**config.mk**
```make
export PLATFORM = sky130hd
export DESIGN_NAME = intersection_phase_scheduler
export DESIGN_NICKNAME = d
export VERILOG_FILES = /design/src/rtl/tl_pkg.sv /design/src/rtl/rr_pick.sv /design/src/rtl/intersection_phase_scheduler.sv
export SDC_FILE = /design/constraint.sdc
export NUM_CORES = 1
export LEC_CHECK = 0
export CORE_MARGIN = 2
export CORE_UTILIZATION = 35
export CTS_BUF_LIST = sky130_fd_sc_hd__clkbuf_4
export CTS_CLUSTER_DIAMETER = 40
export DETAILED_ROUTE_END_ITERATION = 12
export PLACE_DENSITY = 0.7
export SKIP_LAST_GASP = 1
export SYNTH_ARGS = -nofsm -noshare
export SYNTH_HDL_FRONTEND = slang
export SYNTH_SLANG_ARGS = --single-unit
```
**constraint.sdc**
```tcl
create_clock -name clk -period 5.25 [get_ports clk]
set_input_delay 0.7875 -clock clk [delete_from_list [all_inputs] [get_ports clk]]
set_output_delay 0.7875 -clock clk [all_outputs]
set_load 0.1 [all_outputs]
```
**src/rtl/tl_pkg.sv**
```systemverilog
// tl_pkg: phase encoding and lamp patterns shared by the intersection scheduler
package tl_pkg;
  typedef enum logic [1:0] {
    IDLE   = 2'b00,
    GREEN  = 2'b01,
    YELLOW = 2'b10,
    ALLRED = 2'b11
  } phase_t;
  localparam logic [2:0] LAMP_RED    = 3'b100;
  localparam logic [2:0] LAMP_GREEN  = 3'b010;
  localparam logic [2:0] LAMP_YELLOW = 3'b001;
endpackage

```
**src/rtl/rr_pick.sv**
```systemverilog
// rr_pick: round-robin finder; req[3:0] and last[1:0] in, idx = first requester after last (last itself checked last), any = some request
module rr_pick (
  input  logic [3:0] req,
  input  logic [1:0] last,
  output logic [1:0] idx,
  output logic       any
);
  logic [1:0] c;
  always_comb begin
    idx = last;
    c = last;
    for (int k = 4; k >= 1; k--) begin
      c = last + 2'(k);
      idx = req[c] ? c : idx;
    end
  end
  assign any = |req;
endmodule

```
**src/rtl/intersection_phase_scheduler.sv**
```systemverilog
// intersection_phase_scheduler: four-approach round-robin green/yellow/all-red sequencer with preempt; clk, rst, req, preempt, preempt_dir in; lights, active_dir, phase, preempt_active out
module intersection_phase_scheduler
  import tl_pkg::*;
#(
  parameter int N_APPR    = 4,
  parameter int MIN_GREEN = 5,
  parameter int MAX_GREEN = 20,
  parameter int YELLOW_T  = 3,
  parameter int ALLRED_T  = 2,
  parameter int CNT_W     = 8
) (
  input  logic                  clk,
  input  logic                  rst,
  input  logic [N_APPR-1:0]     req,
  input  logic                  preempt,
  input  logic [1:0]            preempt_dir,
  output logic [3*N_APPR-1:0]   lights,
  output logic [1:0]            active_dir,
  output logic [1:0]            phase,
  output logic                  preempt_active
);
  phase_t           ph;
  logic [CNT_W-1:0] count;
  logic [1:0]       last_served;
  logic [1:0]       pick;
  logic             any;
  logic [1:0]       grant_dir;
  logic             grant;
  logic [3:0]       others;
  logic             leave_green;
  rr_pick u_pick (
    .req (req),
    .last(last_served),
    .idx (pick),
    .any (any)
  );
  assign grant_dir = preempt ? preempt_dir : pick;
  assign grant = preempt | any;
  assign others = req & ~(4'b0001 << active_dir);
  // a foreign preempt cuts green short regardless of MIN_GREEN; a matching one pins it
  assign leave_green = preempt ? (preempt_dir != active_dir)
                     : (count >= CNT_W'(MIN_GREEN - 1)) && (|others)
                       && (!req[active_dir] || count == CNT_W'(MAX_GREEN - 1));
  always_ff @(posedge clk or posedge rst) begin
    if (rst) begin
      ph <= IDLE;
      count <= '0;
      active_dir <= 2'd0;
      last_served <= 2'd3;
      preempt_active <= 1'b0;
    end else begin
      preempt_active <= 1'b0;
      case (ph)
        IDLE: begin
          count <= '0;
          if (grant) begin
            ph <= GREEN;
            active_dir <= grant_dir;
            last_served <= grant_dir;
            preempt_active <= preempt;
          end
        end
        GREEN: begin
          if (leave_green) begin
            ph <= YELLOW;
            count <= '0;
          end else begin
            count <= (count == CNT_W'(MAX_GREEN - 1)) ? count : count + 1'b1;
            preempt_active <= preempt;
          end
        end
        YELLOW: begin
          ph <= (count == CNT_W'(YELLOW_T - 1)) ? ALLRED : YELLOW;
          count <= (count == CNT_W'(YELLOW_T - 1)) ? '0 : count + 1'b1;
        end
        ALLRED: begin
          if (count == CNT_W'(ALLRED_T - 1)) begin
            count <= '0;
            ph <= grant ? GREEN : IDLE;
            if (grant) begin
              active_dir <= grant_dir;
              last_served <= grant_dir;
              preempt_active <= preempt;
            end
          end else begin
            count <= count + 1'b1;
          end
        end
        default: begin
          ph <= IDLE;
          count <= '0;
        end
      endcase
    end
  end
  assign phase = ph;
  for (genvar g = 0; g < N_APPR; g++) begin : g_lamp
    assign lights[3*g +: 3] = (ph == GREEN && active_dir == 2'(g)) ? LAMP_GREEN
                            : (ph == YELLOW && active_dir == 2'(g)) ? LAMP_YELLOW : LAMP_RED;
  end
endmodule
```
==> run summary <==
The flow ran to the end, and the final reports show no timing, DRC or antenna violations. Input and output buffers added on the ports amount to 25. 26 I/O pins were placed. Worst hold slack across all endpoints: 0.520 ns. The logs give 0.290 GHz for the upper clock frequency limit and 2.09 ns for the worst-case setup slack after placement. The logs give 3610 um2 for the area of the placeable core and 22 for the number of cell rows. The total of warnings raised by yosys is 0, and the detailed-route vias per instance is 5.49. For this run, the slowest stage of the critical path takes 1.16 ns. The placed wire-length estimate is 2.26 mm, and the via count of the first global-routing pass is 1186. In this run the vertical extent of the chip is 64.6 um.

The tools report the number of gates resized after cts as 0. Summing every instance area after synthesis gives 1280 um2. The utilization after layout is 0.440, and the antenna cell count is 0.

At the end of the flow, the number of nets in the layout was 189. The worst relative slew slack was 0.350. STA classifies the critical path startpoint as a register. The logs give 2 for the maximum buffer depth of the clock tree and 0 for the final hold violation count. The signal on the critical path passes through inv_1, ha_1, inv_1, nand2_1, nor3_1, clkdlybuf4s50_1. The class of the tightest hold or removal check is reg2reg. The sequential area share after synthesis was 0.294.

The count of nets left with antenna violations once routing finished came out at 0. The fraction of registers with async set or reset after synthesis works out to 1.00. STA classifies the critical path endpoint as an output port. The run gives 0 as the detailed-route DRC error count. The average size of a mapped cell was 8.62 um2.

Clock-pin slew on the worst setup and hold paths: 0.10 ns. Setup repair after global routing left no endpoint under its margin. The critical path class was reg2out. After synthesis the netlist holds a flip-flop and latch count of 15. Global routing finished with a remaining overflow of 0.

Relative to the synthesized area, the layout overhead comes to 23.6%. The share of the clock period used by the worst path is 0.657. The count of TritonRoute iterations in the first routing pass came out at 4. The critical path contains buffers and inverters numbering 3 combined. The worst path meets setup with 1.80 ns of slack.

Measured slew at the worst slew-check pin: 0.972 ns. The critical-path maximum fanout was 9; the routability congestion estimate from global placement was 0.841. Setup violations remaining at the end of the flow were counted as 0. The smallest clock period supported by the final layout is computed as 3.45 ns. At the later pin of the worst-skew pair, clock insertion delay measures 0.29 ns. For the worst setup path, the data arrival time is 2.66 ns. In this run, CTS created clock tree buffers numbering 3. The initial cell density of the core came out at 0.356.

TritonCTS built the clock tree. The floorplan step defined a die boundary enclosing 4170 um2. The number of setup buffers added after CTS is 0. Wire length per cell: 13.6 um. Among all flip-flop cells after synthesis, the most frequent one is sky130_fd_sc_hd__dfrtp_1. The most frequent cell on the critical path is sky130_fd_sc_hd__inv_1. The width of the chip came out at 64.6 um. In this run, post-CTS hold repair placed 0 buffers. Count of flip-flops with a built-in enable after synthesis: 0.

Number of H-tree branching levels: 1. The number of fill cells in the layout is 351. The count of mapped cells out of synthesis was 149; the total wire length was 2.98 mm. On the critical path the largest part of the delay comes from buffers and inverters. The tools report the required time at the worst-slack endpoint as 4.46 ns. Counting distinct cell types in the post-synthesis netlist gives 52. The logs give 0 for the number of maximum-capacitance constraint violations and 0.00359 ns for the final setup skew.

After routing, the total negative slack on setup checks comes to 0 ns. The global-route usage over all layers was 0.154; the max-slew violation total from the final report was 0. The initial DRC count was 66. The run gives 0 as the initial antenna violation count. The slowest stage of the critical path is the sky130_fd_sc_hd__clkdlybuf4s50_1 cell.

Entering global routing, the biggest net connects 16 pins. The tree is rooted in a sky130_fd_sc_hd__clkbuf_4. The fraction of layout cells with a size suffix above 1 was 0.0936. The detailed router placed 1203 vias in this run. The clock net in this run drives a total of 15 sinks.

When the netlist entered floorplanning its net count stood at 166. First-pass GRT wire length: 5.18 mm.
## registers in the layout, summed over array words and instances (netlist names)
signal / flops
active_dir: 2
count: 8
last_served: 2
phase: 2
preempt_active: 1
## placed cells by master (no fill, tap or decap), drive strengths merged, types with 4 or more instances in the layout
master	n
and3	5
a211oi	7
o21ai	6
a21oi	4
nand2	13
xnor2	5
nor2	9
ha	8
clkdlybuf4s50	25
nor3	11
inv	12
dfrtp	13
nand3	5
## cells by family after synthesis
| family | after synthesis | synth area share |
|---|---|---|
| DFF | 15 | 0.294 |
| adders and majority gates | 8 | 0.0779 |
| muxes | 3 | 0.0341 |
| AOI/OAI and AO/OA | 38 | 0.241 |
| buffers and inverters | 19 | 0.0623 |
| xor gates and xnor gates | 7 | 0.0477 |
| and+or+nand+nor | 59 | 0.242 |
## tightest hold or removal path: cells and delay by family (launching register included)
kind | cells | cell delay [ns]
DFF | 1 | 0.41
and+or+nand+nor | 2 | 0.11
## path summary, 6_finish.rpt
kind,from,endpoint,slack (ns),cells past startpoint
worst max-delay path,phase[1],lights[0],1.80,6
worst min-delay path,last_served[1],last_served[1],0.52,2
worst max register to register,count[0],count[0],2.91,6
worst min register to register,last_served[1],last_served[1],0.52,2
max in group asynchronous,rst,last_served[0],4.03,2
min in group asynchronous,rst,count[2],0.84,2
## metrics by stage
| stage | cell area (um2) | std cells |
|---|---|---|
| after floorplan | 1280 | 149 |
| after global placement | 1560 | 215 |
| after detailed placement | 1560 | 215 |
| after CTS | 1590 | 219 |
| after global routing | 1590 | 219 |
| final | 1590 | 219 |
## layout make-up
cell class / count / area, um2 / area share
clock buffer: 3 / 22.5 / 0.0142
timing repair buffer: 25 / 250 / 0.158
multi-input combinational: 115 / 827 / 0.521
inverter: 12 / 45.0 / 0.0284
clock inverter: 1 / 5.00 / 0.00315
tap: 48 / 60.1 / 0.0378
sequential: 15 / 378 / 0.238
## routing by layer
layer	routed length [um]	GRT usage
met5	0	0
met4	38	0.0585
met2	1470	0.268
met3	148	0.0278
met1	1320	0.190
## cell usage after synthesis (all sizes together), types with 3 or more instances
library cell	number	share of area
ha	8	0.078
dfrtp	13	0.25
nor2	9	0.026
nand3	5	0.019
nor3	11	0.043
inv	12	0.035
nand2b	3	0.015
a211oi	7	0.049
xnor2	5	0.034
buf	3	0.016
and3	5	0.024
a21oi	4	0.018
clkbuf	4	0.012
o21ai	6	0.023
nand2	13	0.038
a311oi	3	0.025
Power is not shown: default switching activity piles up to over one toggle a cycle in this logic, so the estimate is an artifact.
